$ cat src/rtl/fifo_level_flush.sv
// Synchronous FIFO with occupancy level flags, sticky overflow and a
// synchronous flush. OUT_REG selects a direct memory-read head or a
// one-entry registered output stage that adds one entry of capacity.
`timescale 1ns/1ps
module fifo_level_flush #(
    parameter int WIDTH     = 8,
    parameter int DEPTH     = 4,
    parameter int AFULL_TH  = DEPTH - 1,
    parameter int AEMPTY_TH = 1,
    parameter int OUT_REG   = 0,
    localparam int PTR_W    = $clog2(DEPTH),
    localparam int OCP_W    = $clog2(DEPTH + OUT_REG + 1)
) (
    input  logic             i_clk,
    input  logic             i_reset,
    input  logic             i_flush,
    output logic             o_input_ready,
    input  logic             i_input_valid,
    input  logic [WIDTH-1:0] i_input_data,
    input  logic             i_output_ready,
    output logic             o_output_valid,
    output logic [WIDTH-1:0] o_output_data,
    output logic [OCP_W-1:0] o_occupy,
    output logic             o_almost_full,
    output logic             o_almost_empty,
    output logic             o_overflow
);

    logic [WIDTH-1:0] mem [DEPTH];
    logic [PTR_W-1:0] wr_ptr;
    logic [PTR_W-1:0] rd_ptr;
    logic [OCP_W-1:0] occupy_q;
    logic             overflow_q;
    logic             push;
    logic             pop;
    logic             mem_rd;   // memory head consumed this cycle
    logic             mem_full;

    // Wrap explicitly so non-power-of-two depths work.
    function automatic logic [PTR_W-1:0] ptr_inc(input logic [PTR_W-1:0] p);
        return (p == PTR_W'(DEPTH - 1)) ? '0 : p + PTR_W'(1);
    endfunction

    // Ready never looks at a same-cycle pop, so a full FIFO stays closed.
    assign o_input_ready  = !mem_full && !i_flush;
    assign push           = i_input_valid && o_input_ready;
    assign pop            = i_output_ready && o_output_valid;
    assign o_occupy       = occupy_q;
    assign o_overflow     = overflow_q;
    assign o_almost_full  = int'(occupy_q) >= AFULL_TH;
    assign o_almost_empty = int'(occupy_q) <= AEMPTY_TH;

    generate
        if (OUT_REG == 0) begin : g_direct
            assign mem_full       = (occupy_q == OCP_W'(DEPTH));
            assign mem_rd         = pop;
            assign o_output_valid = (occupy_q != '0);
            assign o_output_data  = mem[rd_ptr];
        end else begin : g_outreg
            logic [OCP_W-1:0] mem_cnt;
            logic             out_vld;
            logic [WIDTH-1:0] out_data;

            assign mem_full       = (mem_cnt == OCP_W'(DEPTH));
            // Refill the head register whenever it is free or leaving.
            assign mem_rd         = (!out_vld || pop) && (mem_cnt != '0);
            assign o_output_valid = out_vld;
            assign o_output_data  = out_data;

            // Track memory-only fill level and head register validity.
            always_ff @(posedge i_clk or negedge i_reset) begin
                if (!i_reset) begin
                    mem_cnt <= '0;
                    out_vld <= 1'b0;
                end else if (i_flush) begin
                    mem_cnt <= '0;
                    out_vld <= 1'b0;
                end else begin
                    case ({push, mem_rd})
                        2'b10:   mem_cnt <= mem_cnt + OCP_W'(1);
                        2'b01:   mem_cnt <= mem_cnt - OCP_W'(1);
                        default: mem_cnt <= mem_cnt;
                    endcase
                    if (mem_rd)   out_vld <= 1'b1;
                    else if (pop) out_vld <= 1'b0;
                end
            end

            // Head data register; contents are don't-care while invalid.
            always_ff @(posedge i_clk) begin
                if (mem_rd && !i_flush) out_data <= mem[rd_ptr];
            end
        end
    endgenerate

    // Storage write; memory is never cleared.
    always_ff @(posedge i_clk) begin
        if (push) mem[wr_ptr] <= i_input_data;
    end

    // Pointers, total occupancy and sticky overflow; flush wins over traffic.
    always_ff @(posedge i_clk or negedge i_reset) begin
        if (!i_reset) begin
            wr_ptr     <= '0;
            rd_ptr     <= '0;
            occupy_q   <= '0;
            overflow_q <= 1'b0;
        end else if (i_flush) begin
            wr_ptr     <= '0;
            rd_ptr     <= '0;
            occupy_q   <= '0;
            overflow_q <= 1'b0;
        end else begin
            if (push)   wr_ptr <= ptr_inc(wr_ptr);
            if (mem_rd) rd_ptr <= ptr_inc(rd_ptr);
            case ({push, pop})
                2'b10:   occupy_q <= occupy_q + OCP_W'(1);
                2'b01:   occupy_q <= occupy_q - OCP_W'(1);
                default: occupy_q <= occupy_q;
            endcase
            if (i_input_valid && !o_input_ready) overflow_q <= 1'b1;
        end
    end

endmodule

$ cat config.mk
export PLATFORM = sky130hd
export DESIGN_NAME = fifo_level_flush
export DESIGN_NICKNAME = d
export VERILOG_FILES = /design/src/rtl/fifo_level_flush.sv
export SDC_FILE = /design/constraint.sdc
export NUM_CORES = 1
export LEC_CHECK = 0
export ABC_AREA = 1
export CORE_ASPECT_RATIO = 1.75
export CORE_MARGIN = 2
export CORE_UTILIZATION = 35
export DETAILED_ROUTE_END_ITERATION = 8
export PLACE_DENSITY_LB_ADDON = 0.05
export SLEW_MARGIN = 30
export SYNTH_ARGS = -nofsm -noshare
export SYNTH_HDL_FRONTEND = slang
export SYNTH_SLANG_ARGS = --single-unit
$ cat constraint.sdc
create_clock -name i_clk -period 2.24 [get_ports i_clk]
set_input_delay 0.448 -clock i_clk [delete_from_list [all_inputs] [get_ports i_clk]]
set_output_delay 0.448 -clock i_clk [all_outputs]
set_load 0.02 [all_outputs]
==> results of run 1 <==
logic make-up after synthesis:
family / count (synthesis) / share of synthesized area [%]
adders and majority gates: 9 / 6.32
buffers and inverters: 21 / 4.77
and+or+nand+nor: 50 / 12.4
AOI/OAI and AO/OA: 36 / 11.4
DFF: 40 / 65.1
registers in the layout, indices dropped and copies added, names as in the netlist:
name,cells
wr_ptr,2
o_overflow,1
rd_ptr,2
o_occupy,3
mem,32
area by class of cell:
class | count | share of cell area, %
Sequential cell | 40 | 50.2
Multi-Input combinational cell | 95 | 23.2
Timing Repair Buffer | 37 | 15.7
Inverter | 18 | 3.08
Clock buffer | 5 | 2.98
Tap cell | 54 | 2.92
Clock inverter | 3 | 1.84
what timing repair did:
| action | CTS | global route |
|---|---|---|
| hold buffers | 0 | 0 |
| endpoints found under the setup margin | 11 | 9 |
| setup buffers | 0 | 0 |
| resized for setup | 4 | 10 |
| pin swaps | 0 | 0 |
| cloned | 0 | 0 |
power groups by stage:
| stage | clock network [mW] | logic [mW] | registers [mW] |
|---|---|---|---|
| finish | 0.579 | 1.01 | 0.972 |
| global route | 0.620 | 1.13 | 0.985 |
| CTS | 0.596 | 1.04 | 0.973 |
| detailed placement | 0 | 1.06 | 0.988 |
| global placement | 0 | 1.03 | 0.984 |
| floorplan | 0 | 0.585 | 1.00 |
metal layers:
layer	part of all wire (%)	wire, µm	up-vias
li1	-	-	623
met1	39	1490	592
met2	55	2090	27
met3	3.5	135	8
met4	2.7	102	0
met5	0	0	-
metrics by stage:
step	TNS [ns]	total power [mW]	hold WS [ns]	util [%]	instances
after global routing	-0.0987	2.74	0.481	46.9	252
after global placement	0	2.02	0.518	44.2	244
after CTS	-0.315	2.61	0.451	46.4	252
after detailed placement	0	2.05	0.525	44.2	244
final	0	2.56	0.445	46.9	252
after floorplan	0	1.59	0.152	-	156
worst max path at each step:
stage	start	end	slack [ns]	depth (start not counted)
3_3_place_gp	i_flush	o_input_ready	0.18	3
5_1_grt	rd_ptr[0]	o_output_data[6]	-0.1	4
4_1_cts	rd_ptr[0]	o_output_data[3]	-0.05	4
3_5_place_dp	o_occupy[0]	o_input_ready	0.13	6
6_report	rd_ptr[0]	o_output_data[6]	0.02	4
2_1_floorplan	o_occupy[0]	mem[0][0]	0.32	5
worst reg2reg max path: stages, from the launching register on:
cell                      delay (ns)
sky130_fd_sc_hd__dfrtp_1        0.42
sky130_fd_sc_hd__inv_1          0.13
sky130_fd_sc_hd__ha_1           0.23
sky130_fd_sc_hd__nand2_1        0.09
sky130_fd_sc_hd__nand3_2        0.18
sky130_fd_sc_hd__nor2_1         0.14
sky130_fd_sc_hd__buf_4          0.21
layout by cell type (no fill, tap or decap), types with 3 or more instances in the layout:
cell,count
sky130_fd_sc_hd__dlygate4sd2_1,3
sky130_fd_sc_hd__dlymetal6s2s_1,8
sky130_fd_sc_hd__inv_1,14
sky130_fd_sc_hd__o21ai_0,15
sky130_fd_sc_hd__a21oi_1,5
sky130_fd_sc_hd__ha_1,9
sky130_fd_sc_hd__o22ai_1,8
sky130_fd_sc_hd__nand3_1,3
sky130_fd_sc_hd__clkbuf_8,5
sky130_fd_sc_hd__nand3_2,3
sky130_fd_sc_hd__nand2_1,16
sky130_fd_sc_hd__dfrtp_1,8
sky130_fd_sc_hd__clkdlybuf4s50_1,17
sky130_fd_sc_hd__buf_4,9
sky130_fd_sc_hd__o21ai_1,6
sky130_fd_sc_hd__nor2_1,24
sky130_fd_sc_hd__edfxtp_1,32
==> qor.log, run 1 <==
INFO  outcome        outcome=completed
INFO  setup_path     biggest_fanout_along_the_worst_timing_path=17
INFO  setup_path     r2r_start=o_occupy[0]
INFO  placement      detailedPlacementHpwl=2730µm
INFO  setup_path     worst-r2r-cell-count=6
INFO  setup_path     path_delay_family=buffers and inverters
INFO  pwr            power.clock.fraction=22.6%
INFO  yosys          post_synthesis_average_cell_area=11.4µm²
INFO  global_routing tot_gr_track_use=14.9%
INFO  layout         drive_above_1_share=14.1%
INFO  floorplan      core=4930µm²
INFO  timing         max_clock_freq=450MHz
INFO  yosys          synth_top_cells_by_count=32 x sky130_fd_sc_hd__edfxtp_1, 24 x sky130_fd_sc_hd__nor2_1, 16 x sky130_fd_sc_hd__nand2_1, 16 x sky130_fd_sc_hd__o21ai_0, 15 x sky130_fd_sc_hd__inv_1
INFO  setup_path     timing.rr.end=mem[3][3]
INFO  floorplan      dieArea=5700µm²
INFO  setup_path     cp_num_buf_inv=2
INFO  timing         post-route-period-util=99.2%
INFO  placement      finalWeightedCongestion=0.695
INFO  setup_path     crit_path_end_kind=primary output
INFO  yosys          synth_nets=178
INFO  yosys          netlist_area=1780µm²
INFO  placement      io_buffer_count=28
INFO  routing        drt-vias-per-instance=4.96
INFO  yosys          synthesis.instances=156
INFO  setup_path     crit_chain=buf_4, o21ai_0, o22ai_1, clkdlybuf4s50_1
INFO  yosys          synth.yosys.warnings=0
INFO  placement      dpl_worst_slack=0.134ns
INFO  setup_path     critical_path_class=reg2out
INFO  layout         layout.nets=219
INFO  global_routing grt_use_met2=27.6%
INFO  min_path       classification_of_the_worst_slack_hold_path=in2async
INFO  layout         antenna_cells_inserted=0
INFO  run            drv_cap=0
INFO  layout         num-fill-cells=478
INFO  routing        remaining_antenna_violation_count=0
INFO  clock_tree     clkSlewWorstSetupHoldPaths=0.08ns
INFO  global_routing first_global_vias=1344
INFO  timing         setup_violations=0
INFO  setup_path     critical_path.slowest_cell=sky130_fd_sc_hd__clkdlybuf4s50_1
INFO  routing        finalWirelength=3820µm
INFO  global_routing global_route.usage.met3=3.54%
INFO  global_routing grt_most_used_layer=met2
INFO  yosys          synth_largest_area_cell=sky130_fd_sc_hd__edfxtp_1
INFO  placement      dpl-instance-area=2180µm²
INFO  layout         layout.area.seq=1160µm²
INFO  timing         post-route-worst-setup-slack=0.0183ns
INFO  pwr            power_density=1110nW/µm²
INFO  clock_tree     cts_buffer_depth=2
INFO  routing        remaining_drc_errors=0
INFO  pwr            static-leakage-power=0.979nW
INFO  pwr            maximum_vdd_drop=0.000696V
INFO  floorplan      dieHeight=98.4µm
INFO  floorplan      chipWidth=58.0µm
INFO  global_routing grt_first_pass_wirelength=6240µm
INFO  routing        post_drt_wl_per_cell=15.2µm
INFO  pwr            share_comb_of_total_power=39.4%
INFO  yosys          synth_seq_area_share=65.1%
INFO  floorplan      boundaryPins=29
INFO  global_routing globalRouteOverflowTotal=0
INFO  clock_tree     worstSkewPairLatency=0.29ns
INFO  pwr            p_switching=0.911mW
INFO  setup_path     cp_slowest_stage_delay=0.62ns
INFO  yosys          number_of_enable_flip_flop_cells_after_synthesis=32
INFO  clock_tree     number_of_h_tree_branching_levels=2
INFO  pwr            cellInternalPower=1.65mW
INFO  timing         fin_skew=0.00837ns
INFO  layout         finalInstanceArea=2310µm²
INFO  routing        drt-initial-drc-count=33
INFO  timing         setup_repair_after_global_routing_missed_its_margin=yes
INFO  layout         area_growth_syn_to_layout=29.7%
INFO  layout         multi_input_comb_area=537µm²
INFO  global_routing use_met1=14.7%
INFO  floorplan      row_count=34
INFO  yosys          netlist.area_leader.share=53.9%
INFO  setup_path     setup.reg_to_reg.worst_slack=0.54ns
INFO  setup_path     critical_path_arrival=1.77ns
INFO  yosys          ys_types=20
INFO  yosys          synth-async-reset-ratio=20.0%
INFO  timing         timing.slew.headroom=73.3%
INFO  floorplan      initial_utilization=36.1%
INFO  setup_path     worst_setup_path_start_kind=flip-flop
INFO  clock_tree     cts_tree=built
INFO  global_routing grt_antenna_before_repair=0
INFO  timing         post-route-min-period=2.22ns
INFO  yosys          ys_dominant_reg_cell=sky130_fd_sc_hd__edfxtp_1
INFO  global_routing grt_start_max_net_pins=18
INFO  yosys          flops_latches_synth=40
INFO  yosys          synth.area.top_cells=sky130_fd_sc_hd__edfxtp_1 54%, sky130_fd_sc_hd__dfrtp_1 11%, sky130_fd_sc_hd__ha_1 6.3%
INFO  routing        detailroute.via_count=1250
INFO  pwr            seq_power_share=38.0%
INFO  yosys          post-synth-top-count-cell=sky130_fd_sc_hd__edfxtp_1
INFO  timing         finalMaxSlewViolations=0
INFO  setup_path     required=1.79ns
INFO  routing        drt_first_pass_iters=4
INFO  timing         hold_viol=0
INFO  pwr            sw_frac_of_total=35.6%
INFO  timing         max_slew.worst_pin.slew=0.399ns
INFO  clock_tree     number_of_sinks_on_the_clock_net=40
INFO  clock_tree     ctsRootBufferMaster=sky130_fd_sc_hd__clkbuf_8
INFO  clock_tree     cts-buffers-inserted=5
Power figures use the tool's default switching activity.
==> run 2: changes to the inputs <==
- clock period: 2.24 -> 2.8 ns (I/O delays scaled with it)
==> run 2 against run 1 <==
Critical path depth grew 2. Sequential power shrank 19%. Worst setup slack gained 0.13 ns. Via count shrank 0.16%. Core utilization shrank 1.6 points. Clock-buffer cell count grew 1. Wire length shrank 3.2%. Sequential cell count is the same.
==> qor.log, run 2 (synthesis results as in run 1) <==
INFO  routing        finalWirelength=3700µm
INFO  floorplan      chipWidth=58.0µm
INFO  clock_tree     worstSkewPairLatency=0.28ns
INFO  global_routing grt_use_met2=26.6%
INFO  timing         max_slew.worst_pin.slew=0.413ns
INFO  pwr            p_switching=0.699mW
INFO  clock_tree     number_of_sinks_on_the_clock_net=40
INFO  pwr            sw_frac_of_total=36.2%
INFO  clock_tree     cts-buffers-inserted=5
INFO  global_routing globalRouteOverflowTotal=0
INFO  layout         largest-register=mem
INFO  placement      finalWeightedCongestion=0.722
INFO  setup_path     biggest_fanout_along_the_worst_timing_path=5
INFO  floorplan      dieArea=5700µm²
INFO  pwr            share_comb_of_total_power=41.3%
INFO  placement      placed_cells=240
INFO  clock_tree     clkSlewWorstSetupHoldPaths=0.07ns
INFO  routing        remaining_antenna_violation_count=0
INFO  setup_path     path_delay_family=buffers and inverters
INFO  global_routing use_met1=14.6%
INFO  clock_tree     cts_resized=0
INFO  routing        drt_first_pass_iters=4
INFO  outcome        outcome=completed
INFO  setup_path     critical_path_arrival=2.09ns
INFO  timing         post-route-min-period=2.65ns
INFO  setup_path     critical_path.slowest_cell=sky130_fd_sc_hd__clkdlybuf4s50_1
INFO  pwr            seq_power_share=40.9%
INFO  layout         drive_above_1_share=10.9%
INFO  pwr            total_power=1.93mW
INFO  timing         setup_repair_after_global_routing_missed_its_margin=no
INFO  timing         post-route-period-util=94.6%
INFO  clock_tree     ctsHoldBuffers=0
INFO  floorplan      dieHeight=98.4µm
INFO  layout         final_cell_mix=32 x sky130_fd_sc_hd__edfxtp_1, 28 x sky130_fd_sc_hd__clkdlybuf4s50_1, 24 x sky130_fd_sc_hd__nor2_1
INFO  setup_path     cell_mode_on_critical_path=sky130_fd_sc_hd__inv_1
INFO  timing         max_clock_freq=378MHz
INFO  layout         area_growth_syn_to_layout=25.1%
INFO  timing         setup_tns_final=0ns
INFO  setup_path     cp_slowest_stage_delay=0.64ns
INFO  pwr            power_density=866nW/µm²
INFO  floorplan      core=4930µm²
INFO  timing         timing.slew.headroom=72.4%
INFO  global_routing grt_first_pass_wirelength=6030µm
INFO  layout         layout.nets=215
INFO  clock_tree     ctsRootBufferMaster=sky130_fd_sc_hd__clkbuf_8
INFO  clock_tree     cts_buffer_depth=2
INFO  pwr            maximum_vdd_drop=0.000499V
INFO  global_routing grt_antenna_before_repair=0
INFO  routing        remaining_drc_errors=0
INFO  setup_path     worst_setup_path_start_kind=flip-flop
INFO  clock_tree     number_of_h_tree_branching_levels=2
INFO  timing         finalMaxSlewViolations=0
INFO  floorplan      row_count=34
INFO  floorplan      initial_utilization=36.1%
INFO  global_routing grt_most_used_layer=met2
INFO  placement      detailedPlacementHpwl=2650µm
INFO  pwr            cellInternalPower=1.23mW
INFO  run            drv_cap=0
INFO  timing         setup_violations=0
INFO  timing         hold_viol=0
INFO  setup_path     cp_num_buf_inv=3
INFO  clock_tree     cts_tree=built
INFO  timing         final.hold.worst_slack=0.529ns
INFO  layout         antenna_cells_inserted=0
INFO  floorplan      boundaryPins=29
INFO  global_routing global_route.usage.met3=2.89%
INFO  layout         largest_register_ff_count=32
INFO  setup_path     crit_chain=inv_1, ha_1, nand2_1, inv_1, nor2_2, clkdlybuf4s50_1
INFO  layout         layout.cells.most_common=sky130_fd_sc_hd__edfxtp_1
INFO  layout         stdcell_count=247
INFO  routing        detailroute.via_count=1248
INFO  min_path       classification_of_the_worst_slack_hold_path=reg2reg
INFO  placement      io_buffer_count=28
INFO  routing        drt-initial-drc-count=25
INFO  pwr            power.clock.fraction=17.8%
INFO  routing        post_drt_wl_per_cell=15.0µm
INFO  setup_path     critical_path_class=reg2out
INFO  global_routing grt_start_max_net_pins=18
INFO  layout         num-fill-cells=475
INFO  pwr            static-leakage-power=0.871nW
INFO  global_routing first_global_vias=1301
INFO  timing         fin_skew=0.00816ns
INFO  routing        drt-vias-per-instance=5.05
INFO  global_routing tot_gr_track_use=14.2%
INFO  clock_tree     post_cts_setup_buffer_count=0
INFO  setup_path     crit_path_end_kind=primary output
INFO  setup_path     required=2.24ns
[run 2: layout make-up]
| cell class | instances | area [µm²] | share of cell area (%) |
|---|---|---|---|
| sequential | 40 | 1160 | 52.0 |
| multi-input combinational | 95 | 537 | 24.1 |
| tap | 54 | 67.6 | 3.03 |
| timing repair buffer | 33 | 318 | 14.2 |
| inverter | 18 | 70.1 | 3.14 |
| clock inverter | 1 | 5.00 | 0.224 |
| clock buffer | 6 | 72.6 | 3.25 |
[run 2: power by group through the flow]
stage                     combinational [mW]  sequential (mW)  clock (mW)
after CTS                              0.814            0.794       0.366
after global placement                 0.800            0.804           0
final                                  0.797            0.791       0.344
after floorplan                        0.468            0.804           0
after global routing                   0.889            0.802       0.389
after detailed placement               0.809            0.805           0
[run 2: per-stage QoR]
step | utilization (%) | area (µm²) | setup WS (ns)
final | 45.2 | 2230 | 0.152
after global routing | 45.2 | 2230 | 0.00319
after CTS | 45.2 | 2230 | 0.107
after detailed placement | 43.6 | 2150 | 0.324
after global placement | 43.6 | 2150 | 0.361
after floorplan | - | 1780 | 0.879
[run 2: final timing paths]
kind,start,to,slack (ns),depth (start not counted)
setup / recovery,o_occupy[0],o_input_ready,0.15,6
hold / removal,o_overflow,o_overflow,0.53,2
setup reg to reg,o_occupy[0],mem[0][5],1.02,6
hold reg to reg,o_overflow,o_overflow,0.53,2
max in group asynchronous,i_reset,o_overflow,1.93,1
min in group asynchronous,i_reset,o_occupy[2],0.58,1
[run 2: worst register-to-register path, cell delays in order (launching register included)]
cell	delay, ns
sky130_fd_sc_hd__dfrtp_1	0.44
sky130_fd_sc_hd__inv_1	0.13
sky130_fd_sc_hd__ha_1	0.28
sky130_fd_sc_hd__nand2_1	0.11
sky130_fd_sc_hd__nand3_2	0.18
sky130_fd_sc_hd__nor2_1	0.14
sky130_fd_sc_hd__buf_4	0.20
[run 2: routing by layer]
metal | vias up | wire length (µm)
met5 | - | 0
met4 | 0 | 46
met3 | 4 | 111
met2 | 27 | 2040
met1 | 601 | 1500
li1 | 616 | -
==> run 3: changes to the inputs <==
- CTS_CLUSTER_DIAMETER: default -> 200
- PLACE_DENSITY: default -> 0.61
- PLACE_DENSITY_LB_ADDON: 0.05 -> default
==> run 3 against run 2 <==
Combinational power decreased by 2%. Largest cell class unchanged. Fmax rose by 1.0%. Register-to-register slack about the same. Final cell count is 0.40% higher. Clock skew down 0.0046 ns. Sequential cell count did not move. Worst setup slack gained 0.026 ns.
==> qor.log, run 3 (synthesis results as in run 1) <==
INFO  outcome        outcome=completed
INFO  timing         finalMaxSlewViolations=0
INFO  clock_tree     post_cts_setup_buffer_count=0
INFO  floorplan      core=4930µm²
INFO  placement      finalWeightedCongestion=0.759
INFO  setup_path     worst-r2r-cell-count=6
INFO  routing        detailroute.via_count=1250
INFO  global_routing grt_first_pass_wirelength=5780µm
INFO  timing         fin_skew=0.00356ns
INFO  pwr            static-leakage-power=0.883nW
INFO  setup_path     cell_mode_on_critical_path=sky130_fd_sc_hd__inv_1
INFO  clock_tree     ctsRootBufferMaster=sky130_fd_sc_hd__clkbuf_8
INFO  placement      io_buffer_count=28
INFO  placement      detailedPlacementHpwl=2370µm
INFO  setup_path     path_delay_family=buffers and inverters
INFO  setup_path     biggest_fanout_along_the_worst_timing_path=5
INFO  timing         post-route-min-period=2.62ns
INFO  clock_tree     ctsHoldBuffers=0
INFO  setup_path     required=2.24ns
INFO  pwr            power_density=897nW/µm²
INFO  floorplan      row_count=34
INFO  setup_path     setup.reg_to_reg.worst_slack=1.02ns
INFO  timing         max_slew.worst_pin.slew=0.396ns
INFO  floorplan      chipWidth=58.0µm
INFO  layout         antenna_cells_inserted=0
INFO  clock_tree     cts_buffer_depth=2
INFO  setup_path     cp_slowest_stage_delay=0.63ns
INFO  clock_tree     worstSkewPairLatency=0.29ns
INFO  routing        finalWirelength=3390µm
INFO  timing         max_clock_freq=381MHz
INFO  setup_path     cp_num_buf_inv=3
INFO  clock_tree     cts-buffers-inserted=5
INFO  timing         post-route-period-util=93.6%
INFO  layout         largest_register_ff_count=32
INFO  min_path       holdCritStartpoint=o_overflow
INFO  timing         hold_viol=0
INFO  timing         setup_tns_final=0ns
INFO  placement      dpl_worst_slack=0.345ns
INFO  setup_path     critical_path_class=reg2out
INFO  routing        drt-vias-per-instance=5.04
INFO  layout         layout.nets=215
INFO  global_routing grt_start_max_net_pins=18
INFO  clock_tree     cts_resized=0
INFO  timing         setup_repair_after_global_routing_missed_its_margin=no
INFO  global_routing tot_gr_track_use=13.2%
INFO  clock_tree     cts_tree=built
INFO  layout         layout.cells.most_common=sky130_fd_sc_hd__edfxtp_1
INFO  floorplan      dieArea=5700µm²
INFO  setup_path     crit_chain=inv_1, ha_1, nand2_1, inv_1, nor2_2, clkdlybuf4s50_1
INFO  global_routing globalRouteOverflowTotal=0
INFO  timing         setup_violations=0
INFO  global_routing grt_antenna_before_repair=0
INFO  layout         largest-register=mem
INFO  global_routing first_global_vias=1233
INFO  setup_path     timing.rr.end=mem[3][3]
INFO  routing        remaining_drc_errors=0
INFO  setup_path     critical_path.slowest_cell=sky130_fd_sc_hd__clkdlybuf4s50_1
INFO  setup_path     r2r_start=o_occupy[0]
INFO  setup_path     worst_setup_path_start_kind=flip-flop
INFO  layout         drive_above_1_share=10.8%
INFO  min_path       whs_path_depth=2
INFO  min_path       timing.hold.worst_endpoint=o_overflow
INFO  routing        post_drt_wl_per_cell=13.7µm
INFO  floorplan      initial_utilization=36.1%
INFO  min_path       classification_of_the_worst_slack_hold_path=reg2reg
INFO  floorplan      dieHeight=98.4µm
INFO  layout         area_growth_syn_to_layout=26.7%
INFO  routing        drt_first_pass_iters=4
INFO  clock_tree     number_of_sinks_on_the_clock_net=40
INFO  setup_path     crit_path_end_kind=primary output
INFO  layout         final_cell_mix=32 x sky130_fd_sc_hd__edfxtp_1, 28 x sky130_fd_sc_hd__clkdlybuf4s50_1, 24 x sky130_fd_sc_hd__nor2_1
INFO  timing         timing.slew.headroom=73.5%
INFO  run            drv_cap=0
INFO  timing         post-route-worst-setup-slack=0.178ns
INFO  clock_tree     number_of_h_tree_branching_levels=2
INFO  clock_tree     clkSlewWorstSetupHoldPaths=0.07ns
INFO  routing        remaining_antenna_violation_count=0
INFO  floorplan      boundaryPins=29
INFO  setup_path     critical_path_arrival=2.06ns
INFO  routing        drt-initial-drc-count=30
INFO  pwr            maximum_vdd_drop=0.000612V
[run 3: how the worst max path moves through the flow]
stage,start,end,slack (ns),depth (start not counted)
2_1_floorplan,o_occupy[0],mem[0][0],0.88,5
3_3_place_gp,i_flush,o_input_ready,0.36,3
3_5_place_dp,i_flush,o_input_ready,0.35,3
4_1_cts,o_occupy[0],o_input_ready,0.15,6
5_1_grt,rd_ptr[0],o_output_data[7],0.02,4
6_report,o_occupy[0],o_input_ready,0.18,6
[run 3: power by group]
part | leakage, nW | internal (mW) | total [mW] | switching, mW
registers | 0.395 | 0.727 | 0.793 | 0.0661
clock network | 0.0532 | 0.259 | 0.449 | 0.189
logic | 0.434 | 0.335 | 0.785 | 0.450
total | 0.883 | 1.32 | 2.03 | 0.705
[run 3: worst reg2reg max path: stages (launching register included)]
cell,delay (ns)
sky130_fd_sc_hd__dfrtp_1,0.42
sky130_fd_sc_hd__inv_1,0.12
sky130_fd_sc_hd__ha_1,0.28
sky130_fd_sc_hd__nand2_1,0.12
sky130_fd_sc_hd__nand3_2,0.18
sky130_fd_sc_hd__nor2_1,0.16
sky130_fd_sc_hd__buf_4,0.20
[run 3: area by class of cell]
class / count / area, µm²
fillers: 482 / 2680
flip-flops and latches: 40 / 1160
multi-input cells: 95 / 537
repair buffers: 33 / 318
inverters: 18 / 70.1
clock buffers: 5 / 68.8
well taps: 54 / 67.6
clock inverters: 3 / 37.5
[run 3: stage by stage]
step | total power [mW] | hold WS, ns | instances | area [µm²] | util, %
2_1_floorplan | 1.27 | 0.264 | 156 | 1780 | -
3_3_place_gp | 1.60 | 0.533 | 240 | 2150 | 43.6
3_5_place_dp | 1.60 | 0.519 | 240 | 2150 | 43.6
4_1_cts | 2.06 | 0.534 | 248 | 2260 | 45.8
5_1_grt | 2.16 | 0.566 | 248 | 2260 | 45.8
6_report | 2.03 | 0.522 | 248 | 2260 | 45.8
[run 3: routing by layer]
metal	global-route usage, %	up-vias	part of all wire [%]	routed length [µm]
li1	-	611	-	-
met1	14.8	605	40	1360
met3	3.54	5	4.9	166
met4	4.83	0	1.4	46
met2	23.3	29	54	1820
met5	0	-	0	0
